## src/rtl/alu_sequencer.sv

```systemverilog
// alu_sequencer: issue/sequencing controller in front of the shared ALU
// datapath. Accepts one operation at a time over a valid/ready request
// handshake, latches its operands, drives the ALU control strobes for a
// per-class number of EXEC cycles and returns completion over a valid/ready
// response. Divide-by-zero and illegal opcodes are rejected without loading
// the result register.
//
// Ports:
//   clk, rst                  clock (rising edge), async active-high reset
//   req_valid/req_ready       request handshake
//   req_opcode, req_use_imm   operation code, B operand = imm select
//   req_op1/op2/imm           request operands
//   op1_q/op2_q/imm_q         latched operands to the ALU
//   isImmediate, is*          ALU B-mux select and one-hot op strobes
//   aluSel                    ALU result-mux select
//   ldResult, clrResult       result register load / clear
//   flag_wr                   flag register write strobe (CMP only)
//   rsp_valid/rsp_ready       response handshake, rsp_err = op rejected
//   busy                      an operation is executing or awaiting response
//
// Optional build macro ALU_SEQ_PERF_EN adds perf_ops / perf_stall counters.
module alu_sequencer #(
  parameter int unsigned MUL_CYCLES  = 2,
  parameter int unsigned DIV_CYCLES  = 8,
  parameter int unsigned BASE_CYCLES = 1
) (
  input  logic        clk,
  input  logic        rst,
  input  logic        req_valid,
  output logic        req_ready,
  input  logic [3:0]  req_opcode,
  input  logic        req_use_imm,
  input  logic [31:0] req_op1,
  input  logic [31:0] req_op2,
  input  logic [31:0] req_imm,
  output logic [31:0] op1_q,
  output logic [31:0] op2_q,
  output logic [31:0] imm_q,
  output logic        isImmediate,
  output logic        isAdd,
  output logic        isSub,
  output logic        isCmp,
  output logic        isMul,
  output logic        isDiv,
  output logic        isMod,
  output logic        isLsl,
  output logic        isLsr,
  output logic        isAsr,
  output logic        isOr,
  output logic        isNot,
  output logic        isAnd,
  output logic        isMov,
  output logic [2:0]  aluSel,
  output logic        ldResult,
  output logic        clrResult,
  output logic        flag_wr,
  output logic        rsp_valid,
  input  logic        rsp_ready,
  output logic        rsp_err,
`ifdef ALU_SEQ_PERF_EN
  output logic [31:0] perf_ops,
  output logic [31:0] perf_stall,
`endif
  output logic        busy
);

  typedef enum logic [1:0] {S_INIT, S_IDLE, S_EXEC, S_RESP} state_t;

  typedef enum logic [3:0] {
    OP_ADD = 4'd0, OP_SUB = 4'd1, OP_CMP = 4'd2, OP_MUL = 4'd3,
    OP_DIV = 4'd4, OP_MOD = 4'd5, OP_LSL = 4'd6, OP_LSR = 4'd7,
    OP_ASR = 4'd8, OP_OR  = 4'd9, OP_NOT = 4'd10, OP_AND = 4'd11,
    OP_MOV = 4'd12
  } opcode_t;

  localparam logic [7:0] MUL_CNT  = 8'(MUL_CYCLES - 1);
  localparam logic [7:0] DIV_CNT  = 8'(DIV_CYCLES - 1);
  localparam logic [7:0] BASE_CNT = 8'(BASE_CYCLES - 1);

  state_t      state, state_nxt;
  logic [7:0]  cnt, cnt_nxt;
  logic [3:0]  opc_q;
  logic        use_imm_q;
  logic        err_q;
  logic        accept;
  logic        req_is_div;
  logic        reject;
  logic [31:0] eff_b;
  logic [7:0]  class_cnt;

  assign accept     = (state == S_IDLE) && req_valid;
  assign eff_b      = req_use_imm ? req_imm : req_op2;
  assign req_is_div = (req_opcode == OP_DIV) || (req_opcode == OP_MOD);
  // Only the effective B operand can cause a divide-by-zero reject.
  assign reject     = (req_opcode > OP_MOV) || (req_is_div && (eff_b == '0));
  assign class_cnt  = (req_opcode == OP_MUL) ? MUL_CNT :
                      req_is_div             ? DIV_CNT : BASE_CNT;

  always_ff @(posedge clk or posedge rst) begin
    if (rst) begin
      state     <= S_INIT;
      cnt       <= '0;
      opc_q     <= '0;
      use_imm_q <= 1'b0;
      err_q     <= 1'b0;
      op1_q     <= '0;
      op2_q     <= '0;
      imm_q     <= '0;
    end else begin
      state <= state_nxt;
      cnt   <= cnt_nxt;
      if (accept) begin
        opc_q     <= req_opcode;
        use_imm_q <= req_use_imm;
        err_q     <= reject;
        op1_q     <= req_op1;
        op2_q     <= req_op2;
        imm_q     <= req_imm;
      end
    end
  end

  always_comb begin
    state_nxt = state;
    cnt_nxt   = cnt;
    unique case (state)
      S_INIT: state_nxt = S_IDLE;
      S_IDLE: begin
        if (req_valid) begin
          if (reject) begin
            state_nxt = S_RESP;
          end else begin
            state_nxt = S_EXEC;
            cnt_nxt   = class_cnt;
          end
        end
      end
      S_EXEC: begin
        if (cnt == '0) state_nxt = S_RESP;
        else           cnt_nxt   = cnt - 8'd1;
      end
      S_RESP: if (rsp_ready) state_nxt = S_IDLE;
      default: state_nxt = S_INIT;
    endcase
  end

  always_comb begin
    req_ready   = 1'b0;
    clrResult   = 1'b0;
    isImmediate = 1'b0;
    isAdd = 1'b0; isSub = 1'b0; isCmp = 1'b0; isMul = 1'b0;
    isDiv = 1'b0; isMod = 1'b0; isLsl = 1'b0; isLsr = 1'b0;
    isAsr = 1'b0; isOr  = 1'b0; isNot = 1'b0; isAnd = 1'b0;
    isMov = 1'b0;
    aluSel    = '0;
    ldResult  = 1'b0;
    flag_wr   = 1'b0;
    rsp_valid = 1'b0;
    rsp_err   = 1'b0;
    busy      = 1'b0;
    unique case (state)
      S_INIT: clrResult = 1'b1;
      S_IDLE: req_ready = 1'b1;
      S_EXEC: begin
        busy        = 1'b1;
        isImmediate = use_imm_q;
        // Final EXEC cycle commits the result (and flags for CMP).
        ldResult    = (cnt == '0);
        unique case (opc_q)
          OP_ADD: begin isAdd = 1'b1; aluSel = 3'd0; end
          OP_SUB: begin isSub = 1'b1; aluSel = 3'd0; end
          OP_CMP: begin isCmp = 1'b1; aluSel = 3'd0; flag_wr = (cnt == '0); end
          OP_MUL: begin isMul = 1'b1; aluSel = 3'd1; end
          OP_DIV: begin isDiv = 1'b1; aluSel = 3'd2; end
          OP_MOD: begin isMod = 1'b1; aluSel = 3'd2; end
          OP_MOV: begin isMov = 1'b1; aluSel = 3'd3; end
          OP_OR:  begin isOr  = 1'b1; aluSel = 3'd4; end
          OP_NOT: begin isNot = 1'b1; aluSel = 3'd4; end
          OP_AND: begin isAnd = 1'b1; aluSel = 3'd4; end
          OP_LSL: begin isLsl = 1'b1; aluSel = 3'd5; end
          OP_LSR: begin isLsr = 1'b1; aluSel = 3'd5; end
          OP_ASR: begin isAsr = 1'b1; aluSel = 3'd5; end
          default: ;
        endcase
      end
      S_RESP: begin
        busy      = 1'b1;
        rsp_valid = 1'b1;
        rsp_err   = err_q;
      end
      default: ;
    endcase
  end

`ifdef ALU_SEQ_PERF_EN
  always_ff @(posedge clk or posedge rst) begin
    if (rst) begin
      perf_ops   <= '0;
      perf_stall <= '0;
    end else begin
      // Only the EXEC->RESP transition is a non-error entry to RESP.
      if (state == S_EXEC && cnt == '0) perf_ops <= perf_ops + 32'd1;
      if (state == S_RESP && !rsp_ready) perf_stall <= perf_stall + 32'd1;
    end
  end
`endif

endmodule

```

## config.mk

```make
export PLATFORM = sky130hd
export DESIGN_NAME = alu_sequencer
export DESIGN_NICKNAME = d
export VERILOG_FILES = /design/src/rtl/alu_sequencer.sv
export SDC_FILE = /design/constraint.sdc
export NUM_CORES = 1
export LEC_CHECK = 0
export ABC_CLOCK_PERIOD_IN_PS = 3550
export BUFFER_PORTS_ARGS = -buffer_cell sky130_fd_sc_hd__buf_2
export CORE_ASPECT_RATIO = 0.7
export CORE_MARGIN = 2
export CORE_UTILIZATION = 35
export CTS_CLUSTER_SIZE = 30
export DETAILED_ROUTE_END_ITERATION = 10
export PLACE_DENSITY_LB_ADDON = 0.2
export SKIP_CTS_REPAIR_TIMING = 1
export SYNTH_ARGS = -nofsm -noshare
export SYNTH_HDL_FRONTEND = slang
export SYNTH_SLANG_ARGS = --single-unit
```

## constraint.sdc

```tcl
create_clock -name clk -period 3.55 [get_ports clk]
set_input_delay 0.1775 -clock clk [delete_from_list [all_inputs] [get_ports clk]]
set_output_delay 0.1775 -clock clk [all_outputs]
set_load 0.05 [all_outputs]
```

==> flow_summary.json, run 1 <==
{
  "core-area_um2": 13400,
  "grt_pass1_vias": 3707,
  "post-route-min-period_ns": 2.85,
  "start_kind": "flop",
  "drt_wl_total_mm": 12.5,
  "cts_tree": "built",
  "dp_hpwl_mm": 9.42,
  "initial_core_util_pct": 36.3,
  "n_antenna_cell": 0,
  "grt_first_pass_wirelength_mm": 19.3,
  "worst_pin_slew_ns": 1.01,
  "worst_path_most_repeated_cell": "inv_1",
  "final_area_um2": 6450,
  "ys_ff_latch": 112,
  "async_flop_share_pct": 100,
  "setup_viol": 0,
  "nets": 696,
  "worstSetupPathType": "reg2out",
  "crit_buf_inv": 3,
  "cp_cell_sequence": "inv_1, ha_1, inv_1, or3_1, nor3_1, buf_2",
  "synth_edf_count": 0,
  "grt_max_degree": 83,
  "hold-worst-slack_ns": 0.0598,
  "wl_per_cell_um": 16.1,
  "period_share_pct": 80.3,
  "synth_area_um2": 4850,
  "htree_levels": 3,
  "status": "completed",
  "cp_max_fo": 16,
  "cap_violations": 0,
  "syn_inst": 363,
  "worstPathRequired_ns": 3.37,
  "die_area_um2": 14800,
  "max_freq_mhz": 351,
  "clock_path_buffers": 2,
  "ios": 225,
  "relSlewSlack_pct": 32.4,
  "slowest_delay_ns": 0.52,
  "ys_types": 43,
  "gp_congestion": 0.810,
  "setup_tns_ns": 0,
  "hold_viol": 0,
  "slowest_stage": "ha_1",
  "cp_top_family": "buffers and inverters",
  "clk_latency_ns": 0.34,
  "row_count": 35,
  "fin_skew_ns": 0.00920,
  "placed_area_um2": 6170,
  "drc": 0,
  "crit_arrival_ns": 2.67,
  "ys_seq_area_share_pct": 57.8,
  "synthFlopType": "dfrtp_1",
  "yosys_warnings": 0,
  "grt_overflow": 0,
  "slew_viol_final": 0,
  "drtAntennaViolNets": 0,
  "clk_root_buffer_cell": "clkbuf_16",
  "final_util_pct": 48.3,
  "cts.sinks": 112,
  "clkTransAtPathRegs_ns": 0.08,
  "die_y_um": 102,
  "vias": 3728,
  "dieWidth_um": 145,
  "antenna_found_initial": 0,
  "avgSynthCellArea_um2": 13.4,
  "portBuffers": 224,
  "first_pass_iters": 4,
  "syn_nets": 473,
  "drt-initial-drc-count": 172,
  "drive_gt1_share_pct": 58.8,
  "cts_made_buffers": 9,
  "grt_setup_unrepaired": "false",
  "synthToLayoutAreaGrowth_pct": 32.9,
  "hold_path.class": "in2reg",
  "worst_setup_path_end_kind": "primary output",
  "track_usage_pct": 16.9,
  "viasPerCell": 4.81
}
[state kept, by name, summed over array words and instances, names as in the netlist]
register,flops
op2_q,32
use_imm_q,1
state,2
err_q,1
opc_q,4
op1_q,32
imm_q,32
cnt,8
[stage by stage]
| step | worst slack (ns) | cells |
|---|---|---|
| 6_report | 0.699 | 775 |
| 5_1_grt | 0.522 | 775 |
| 4_1_cts | 0.715 | 775 |
| 3_5_place_dp | 0.875 | 760 |
| 3_3_place_gp | 0.893 | 760 |
| 2_1_floorplan | 0.413 | 363 |
[worst register-to-register path, stage by stage (launching register included)]
cell and delay [ns]:
dfrtp_1 0.41, inv_1 0.09, ha_1 0.52, inv_1 0.39, o22ai_1 0.29, o21ai_2 0.17
or2_1 0.44, o311ai_4 0.33
[Yosys cell counts, types with 2 or more instances]
cell type,number,area share (%)
ha_1,5,1.3
nand2b_1,6,0.77
clkbuf_1,10,0.77
mux2_2,93,22
o22a_1,2,0.36
o211a_2,2,0.41
inv_1,9,0.70
nor2_1,27,2.1
or3_1,2,0.26
mux2_1,10,2.3
nand4_1,6,0.77
nand3b_1,3,0.46
buf_1,5,0.39
and2_1,3,0.39
dfrtp_1,112,58
o31ai_1,4,0.62
nand3_1,4,0.41
nor3_1,9,0.93
nand2_1,9,0.70
o22ai_1,2,0.26
o31ai_2,3,0.77
o21ai_0,3,0.31
nor4_1,10,1.3
o21ai_1,2,0.21
a21oi_1,4,0.41
[routing by layer]
metal  GRT usage, %  up-vias  share of wire [%]
met5              0        -                  0
met4           4.33        0                1.1
met3           5.72        9                8.2
met2           27.1      145                 47
met1           22.4     1819                 44
li1               -     1755                  -
[cell usage in the layout, fill, tap and decap left out, types with 6 or more instances in the layout]
| cell | count |
|---|---|
| buf_2 | 224 |
| clkbuf_16 | 9 |
| dfrtp_1 | 112 |
| inv_1 | 8 |
| mux2_1 | 10 |
| mux2_2 | 93 |
| nand2_1 | 8 |
| nand2b_1 | 6 |
| nand4_1 | 6 |
| nor2_1 | 27 |
| nor3_1 | 9 |
| nor4_1 | 10 |
[final timing paths]
path | depth (start not counted) | start | slack [ns] | to
setup / recovery | 6 | state[0] | 0.70 | isAdd
hold / removal | 2 | req_op1[9] | 0.06 | op1_q[9]
setup reg to reg | 7 | state[0] | 0.81 | cnt[7]
hold reg to reg | 2 | err_q | 0.48 | err_q
max in group asynchronous | 3 | rst | 2.63 | imm_q[29]
min in group asynchronous | 2 | rst | 0.09 | op1_q[15]
[cell type report]
class                   count  area (µm²)
fillers                  1214        6910
clock inverters             5        42.5
well taps                 185         231
flip-flops and latches    112        2800
multi-input cells         226        1950
clock buffers              10         229
repair buffers            228        1150
inverters                   9        36.3
[logic make-up (layout without fill, tap and decap cells)]
kind of cell | after synthesis | in the layout | share of synthesized area [%]
buffers and inverters | 25 | 252 | 2.09
AOI/OAI and AO/OA | 31 | 31 | 5.29
and+or+nand+nor | 86 | 86 | 9.42
DFF | 112 | 112 | 57.8
adders and majority gates | 5 | 5 | 1.29
muxes | 104 | 104 | 24.1
Power of run 1 is not shown: default switching activity piles up to over one toggle a cycle in this logic, so the estimate is an artifact.
==> run 2, diff against run 1 <==
Settings changed: ABC_AREA from default to 1, ABC_CLOCK_PERIOD_IN_PS 3550 to 2900.
Clock period 3.55 ns to 2.9 ns, I/O delays scaled along.
==> flow_summary.json, run 2 <==
{
  "status": "finished, violations left",
  "cap_violations": 0,
  "dpl.cell_count": 1022,
  "use_met3_pct": 6.01,
  "drt_wl_total_mm": 14.0,
  "avgSynthCellArea_um2": 7.96,
  "drive_gt1_share_pct": 30.9,
  "grt_pass1_vias": 4426,
  "drtAntennaViolNets": 0,
  "register_area_um2": 2800,
  "layout_common_cells": "301 x nand2_1, 224 x buf_2, 112 x dfrtp_1",
  "grt_setup_unrepaired": "false",
  "yosysMostFrequentCell": "nand2_1",
  "vias": 4588,
  "ys_ff_latch": 112,
  "grt_overflow": 0,
  "post-route-min-period_ns": 2.12,
  "final_common_cell": "nand2_1",
  "placed_area_um2": 6330,
  "hold-worst-slack_ns": -0.00380,
  "cts_tree": "built",
  "synth_common_cells": "302 x nand2_1, 112 x dfrtp_1, 50 x nor2_1",
  "worstSetupPathType": "reg2out",
  "ys_seq_area_share_pct": 56.1,
  "setup_viol": 0,
  "syn_inst": 628,
  "initial_core_util_pct": 35.9,
  "cts.sinks": 112,
  "dp_hpwl_mm": 10.2,
  "ir_drop_mv": 0.626,
  "worstHoldStart": "req_op1[29]",
  "track_usage_pct": 18.6,
  "worst_pin_slew_ns": 0.856,
  "grt_busiest_layer": "met1",
  "antenna_found_initial": 0,
  "row_count": 36,
  "p_total_mw": 8.97,
  "synthTopCellsByArea": "dfrtp_1 56%, nand2_1 23%, nor2_1 3.8%, inv_1 3.2%, o21ai_0 2.9%",
  "portBuffers": 224,
  "clock_path_buffers": 2,
  "layoutNonFillerInstCount": 1040,
  "synth_edf_count": 0,
  "yosys_warnings": 0,
  "fillers": 1409,
  "slew_viol_final": 0,
  "p_per_area_nw_per_um2": 1350,
  "leakagePower_nw": 3.91,
  "hold_viol": 2,
  "dieWidth_um": 147,
  "synth_area_um2": 5000,
  "cp_cell_sequence": "inv_1, ha_1, inv_1, nor2_1, nand4_1, nor2_1, inv_1, nor2_2, buf_2",
  "htree_levels": 3,
  "final_area_um2": 6660,
  "slowest_stage": "dfrtp_1",
  "syn_nets": 738,
  "period_share_pct": 73.0,
  "yosysTopAreaCell": "dfrtp_1",
  "clkTransAtPathRegs_ns": 0.08,
  "grt_use_met1_pct": 28.3,
  "worstPathRequired_ns": 2.76,
  "async_flop_share_pct": 100,
  "crit_buf_inv": 4,
  "wl_per_cell_um": 13.5,
  "drc": 0,
  "worst_path_most_repeated_cell": "inv_1",
  "crit_arrival_ns": 1.97,
  "synthFlopType": "dfrtp_1",
  "start_kind": "flop",
  "multiInputGateArea_um2": 1920,
  "fin_skew_ns": 0.00972,
  "cts_made_buffers": 9,
  "drt-initial-drc-count": 214,
  "relSlewSlack_pct": 43.0,
  "clk_latency_ns": 0.34,
  "violations": "hold timing",
  "r2r_start": "state[0]",
  "ys_types": 28,
  "die_area_um2": 15300,
  "grt_max_degree": 122,
  "nets": 956,
  "synth_top_area_share_pct": 56.1,
  "first_pass_iters": 4,
  "slowest_delay_ns": 0.42,
  "cp_max_fo": 5,
  "core-area_um2": 13900,
  "ios": 225,
  "die_y_um": 104,
  "largestRegisters": "imm_q x32, op1_q x32, op2_q x32",
  "hold_path.class": "in2reg",
  "met2_usage_pct": 25.8,
  "viasPerCell": 4.41,
  "n_antenna_cell": 0,
  "synthToLayoutAreaGrowth_pct": 33.3,
  "critPathLaunch": "cnt[0]",
  "grt_first_pass_wirelength_mm": 22.8,
  "gp_congestion": 0.823,
  "cp_top_family": "simple AND/OR/NAND/NOR gates",
  "max_freq_mhz": 472,
  "worst_setup_path_end_kind": "primary output",
  "clk_root_buffer_cell": "clkbuf_16"
}
run 2: worst min-delay path, delay by kind of cell:
family / cells / cell delay (ns)
and+or+nand+nor: 2 / 0.08
buffers and inverters: 1 / 0.07
run 2: final timing paths:
kind,endpoint,slack (ns),cells after the start
setup reg to reg,cnt[4],1.10,8
max in group asynchronous,cnt[4],1.67,4
setup / recovery,ldResult,0.78,9
min in group asynchronous,op2_q[25],0.21,3
hold / removal,op1_q[29],-0.004,3
hold reg to reg,op2_q[24],0.47,2
run 2: area by class of cell:
cell class,count,area share [%]
clock buffer,10,3.59
multi-input combinational,446,28.9
timing repair buffer,232,18.2
sequential,112,42.1
inverter,45,2.67
tap,190,3.57
clock inverter,5,0.977
run 2: cell families (layout without fill, tap and decap cells):
| kind of cell | Yosys count | after routing | synth area share [%] |
|---|---|---|---|
| AOI/OAI and AO/OA | 39 | 39 | 4.11 |
| and+or+nand+nor | 400 | 400 | 32.6 |
| DFF | 112 | 112 | 56.1 |
| xor gates and xnor gates | 2 | 2 | 0.351 |
| adders and majority gates | 5 | 5 | 1.25 |
| buffers and inverters | 70 | 292 | 5.58 |
run 2: metrics by stage:
stage	setup TNS, ns	utilization, %	hold WS (ns)	setup slack (ns)
after detailed placement	0	45.5	0.0204	1.11
final	0	47.9	-0.00380	0.782
after CTS	0	47.6	-0.352	0.759
after floorplan	-0.0237	-	0.255	-0.0237
after global placement	0	45.5	0.0195	1.15
after global routing	0	47.9	0.000803	0.568
run 2: report_power, final:
group / switching [mW] / internal (mW) / total [mW] / leakage [nW]
Combinational: 3.92 / 1.10 / 5.02 / 2.36
Clock: 0.565 / 0.697 / 1.26 / 0.149
Sequential: 0.411 / 2.28 / 2.70 / 1.40
Total: 4.89 / 4.08 / 8.97 / 3.91
run 2: layer usage:
| layer | wire length (µm) | share of wire [%] |
|---|---|---|
| met5 | 0 | 0 |
| met3 | 1160 | 8.2 |
| met1 | 7110 | 51 |
| met4 | 89 | 0.63 |
| met2 | 5690 | 40 |
Note: power is estimated with default switching activity, not from simulation.
==> run 3, diff against run 2 <==
Settings changed: ABC_CLOCK_PERIOD_IN_PS 2900 to 2100.
Clock period 2.9 ns to 2.1 ns, I/O delays scaled along.
==> flow_summary.json, run 3 (same netlist as run 2, synthesis figures left out) <==
{
  "status": "finished, violations left",
  "violations": "hold timing",
  "p_per_area_nw_per_um2": 1720,
  "cts_tree": "built",
  "r2r_start": "cnt[1]",
  "drive_gt1_share_pct": 30.5,
  "clkPwrFrac_pct": 13.3,
  "die_y_um": 104,
  "setup_ws_ns": 0.160,
  "worstHoldStart": "req_op1[12]",
  "gp_congestion": 0.789,
  "drt_wl_total_mm": 15.3,
  "cap_violations": 0,
  "cp_cell_sequence": "inv_2, ha_4, inv_1, nor2_2, nand4_1, nor2_1, inv_2, nor3_4, buf_6",
  "setup_viol": 0,
  "worstSetupPathType": "reg2out",
  "vias": 4876,
  "n_antenna_cell": 0,
  "layout_common_cells": "301 x nand2_1, 220 x buf_2, 112 x dfrtp_1",
  "clk_latency_ns": 0.34,
  "slowest_delay_ns": 0.39,
  "leakagePower_nw": 4.19,
  "fillers": 1320,
  "hold_viol": 10,
  "drc": 0,
  "antenna_found_initial": 0,
  "use_met3_pct": 5.66,
  "relSlewSlack_pct": 57.2,
  "worst_pin_slew_ns": 0.642,
  "layoutNonFillerInstCount": 1105,
  "grt_first_pass_wirelength_mm": 23.2,
  "first_pass_iters": 4,
  "drtAntennaViolNets": 0,
  "reg2regPathDepth": 11,
  "dieWidth_um": 147,
  "final_common_cell": "nand2_1",
  "grt_use_met1_pct": 28.6,
  "grt_busiest_layer": "met1",
  "largestRegisters": "imm_q x32, op1_q x32, op2_q x32",
  "place_ws_ns": 0.336,
  "drt-initial-drc-count": 276,
  "p_total_mw": 12.6,
  "hold-worst-slack_ns": -0.0253,
  "core-area_um2": 13900,
  "row_count": 36,
  "ir_drop_mv": 1.07,
  "worstPathRequired_ns": 2.00,
  "fin_skew_ns": 0.00915,
  "max_freq_mhz": 515,
  "worst_setup_path_end_kind": "primary output",
  "start_kind": "flop",
  "wl_per_cell_um": 13.8,
  "slowest_stage": "dfrtp_1",
  "comb_power_share_pct": 57.3,
  "grt_max_degree": 122,
  "met2_usage_pct": 27.5,
  "p_int_mw": 5.73,
  "hold_depth": 3,
  "setup_tns_ns": 0,
  "rrSetupSlack_ns": 0.35,
  "worst_path_most_repeated_cell": "inv_2",
  "multiInputGateArea_um2": 1970,
  "dp_hpwl_mm": 10.4,
  "hold_path.class": "in2reg",
  "clk_root_buffer_cell": "clkbuf_16",
  "initial_core_util_pct": 35.9,
  "placed_area_um2": 6360,
  "ios": 225,
  "post-route-min-period_ns": 1.94,
  "p_sw_share_pct": 54.7,
  "viasPerCell": 4.41,
  "track_usage_pct": 18.9,
  "cts_made_buffers": 9,
  "crit_buf_inv": 4,
  "clkTransAtPathRegs_ns": 0.07,
  "p_sw_mw": 6.91,
  "nets": 1020,
  "clock_path_buffers": 2,
  "slew_viol_final": 0,
  "final_util_pct": 52.8,
  "cp_max_fo": 3,
  "period_share_pct": 92.4,
  "register_area_um2": 2800,
  "holdPathEnd": "op1_q[12]",
  "seqPwrFrac_pct": 29.4,
  "htree_levels": 3,
  "cp_top_family": "simple AND/OR/NAND/NOR gates",
  "die_area_um2": 15300,
  "final_area_um2": 7340,
  "crit_arrival_ns": 1.84,
  "portBuffers": 224,
  "cts.sinks": 112,
  "grt_overflow": 0,
  "synthToLayoutAreaGrowth_pct": 47.0,
  "reg2reg_to": "state[0]",
  "dpl.cell_count": 1024,
  "grt_pass1_vias": 4448
}
## run 3: cell types whose count changed in the layout (fill, tap and decap cells not counted), moves of 2 or more
cell and delta:
buf_6 +2, buf_2 -4, dlygate4sd3_1 +56, inv_1 -4
inv_2 +4, buf_4 +9
## run 3: worst min-delay path: stages
cell	delay (ns)
buf_2	0.08
nand2_1	0.04
nand2_1	0.05
## run 3: power by group through the flow
| stage | clock, mW | combinational (mW) | sequential (mW) |
|---|---|---|---|
| after floorplan | 0 | 2.25 | 6.74 |
| after global placement | 0 | 7.01 | 3.73 |
| after detailed placement | 0 | 7.07 | 3.71 |
| after CTS | 1.75 | 7.06 | 3.69 |
| after global routing | 1.82 | 7.78 | 3.85 |
| final | 1.68 | 7.24 | 3.72 |
## run 3: routing by layer
metal,vias to the layer above,share of wire [%],wire [µm]
li1,2496,-,-
met1,2214,49,7520
met2,158,43,6600
met3,8,7.0,1070
met4,0,0.50,76
met5,-,0,0
## run 3: layout make-up
class / count / share of cell area (%)
well taps: 190 / 3.24
clock inverters: 4 / 0.511
flip-flops and latches: 112 / 38.2
multi-input cells: 446 / 26.8
clock buffers: 12 / 3.49
repair buffers: 296 / 25.4
inverters: 45 / 2.42
## run 3: worst max path at each step
stage               startpoint        end  slack (ns)  cells past startpoint
floorplan             state[0]  aluSel[1]       -0.78                      6
finish                  cnt[1]    flag_wr        0.16                      9
global route            cnt[1]    flag_wr       -0.02                      9
global placement        cnt[0]   state[0]        0.39                     11
CTS                   state[0]  aluSel[1]       -0.04                      6
detailed placement      cnt[0]   state[0]        0.34                     11
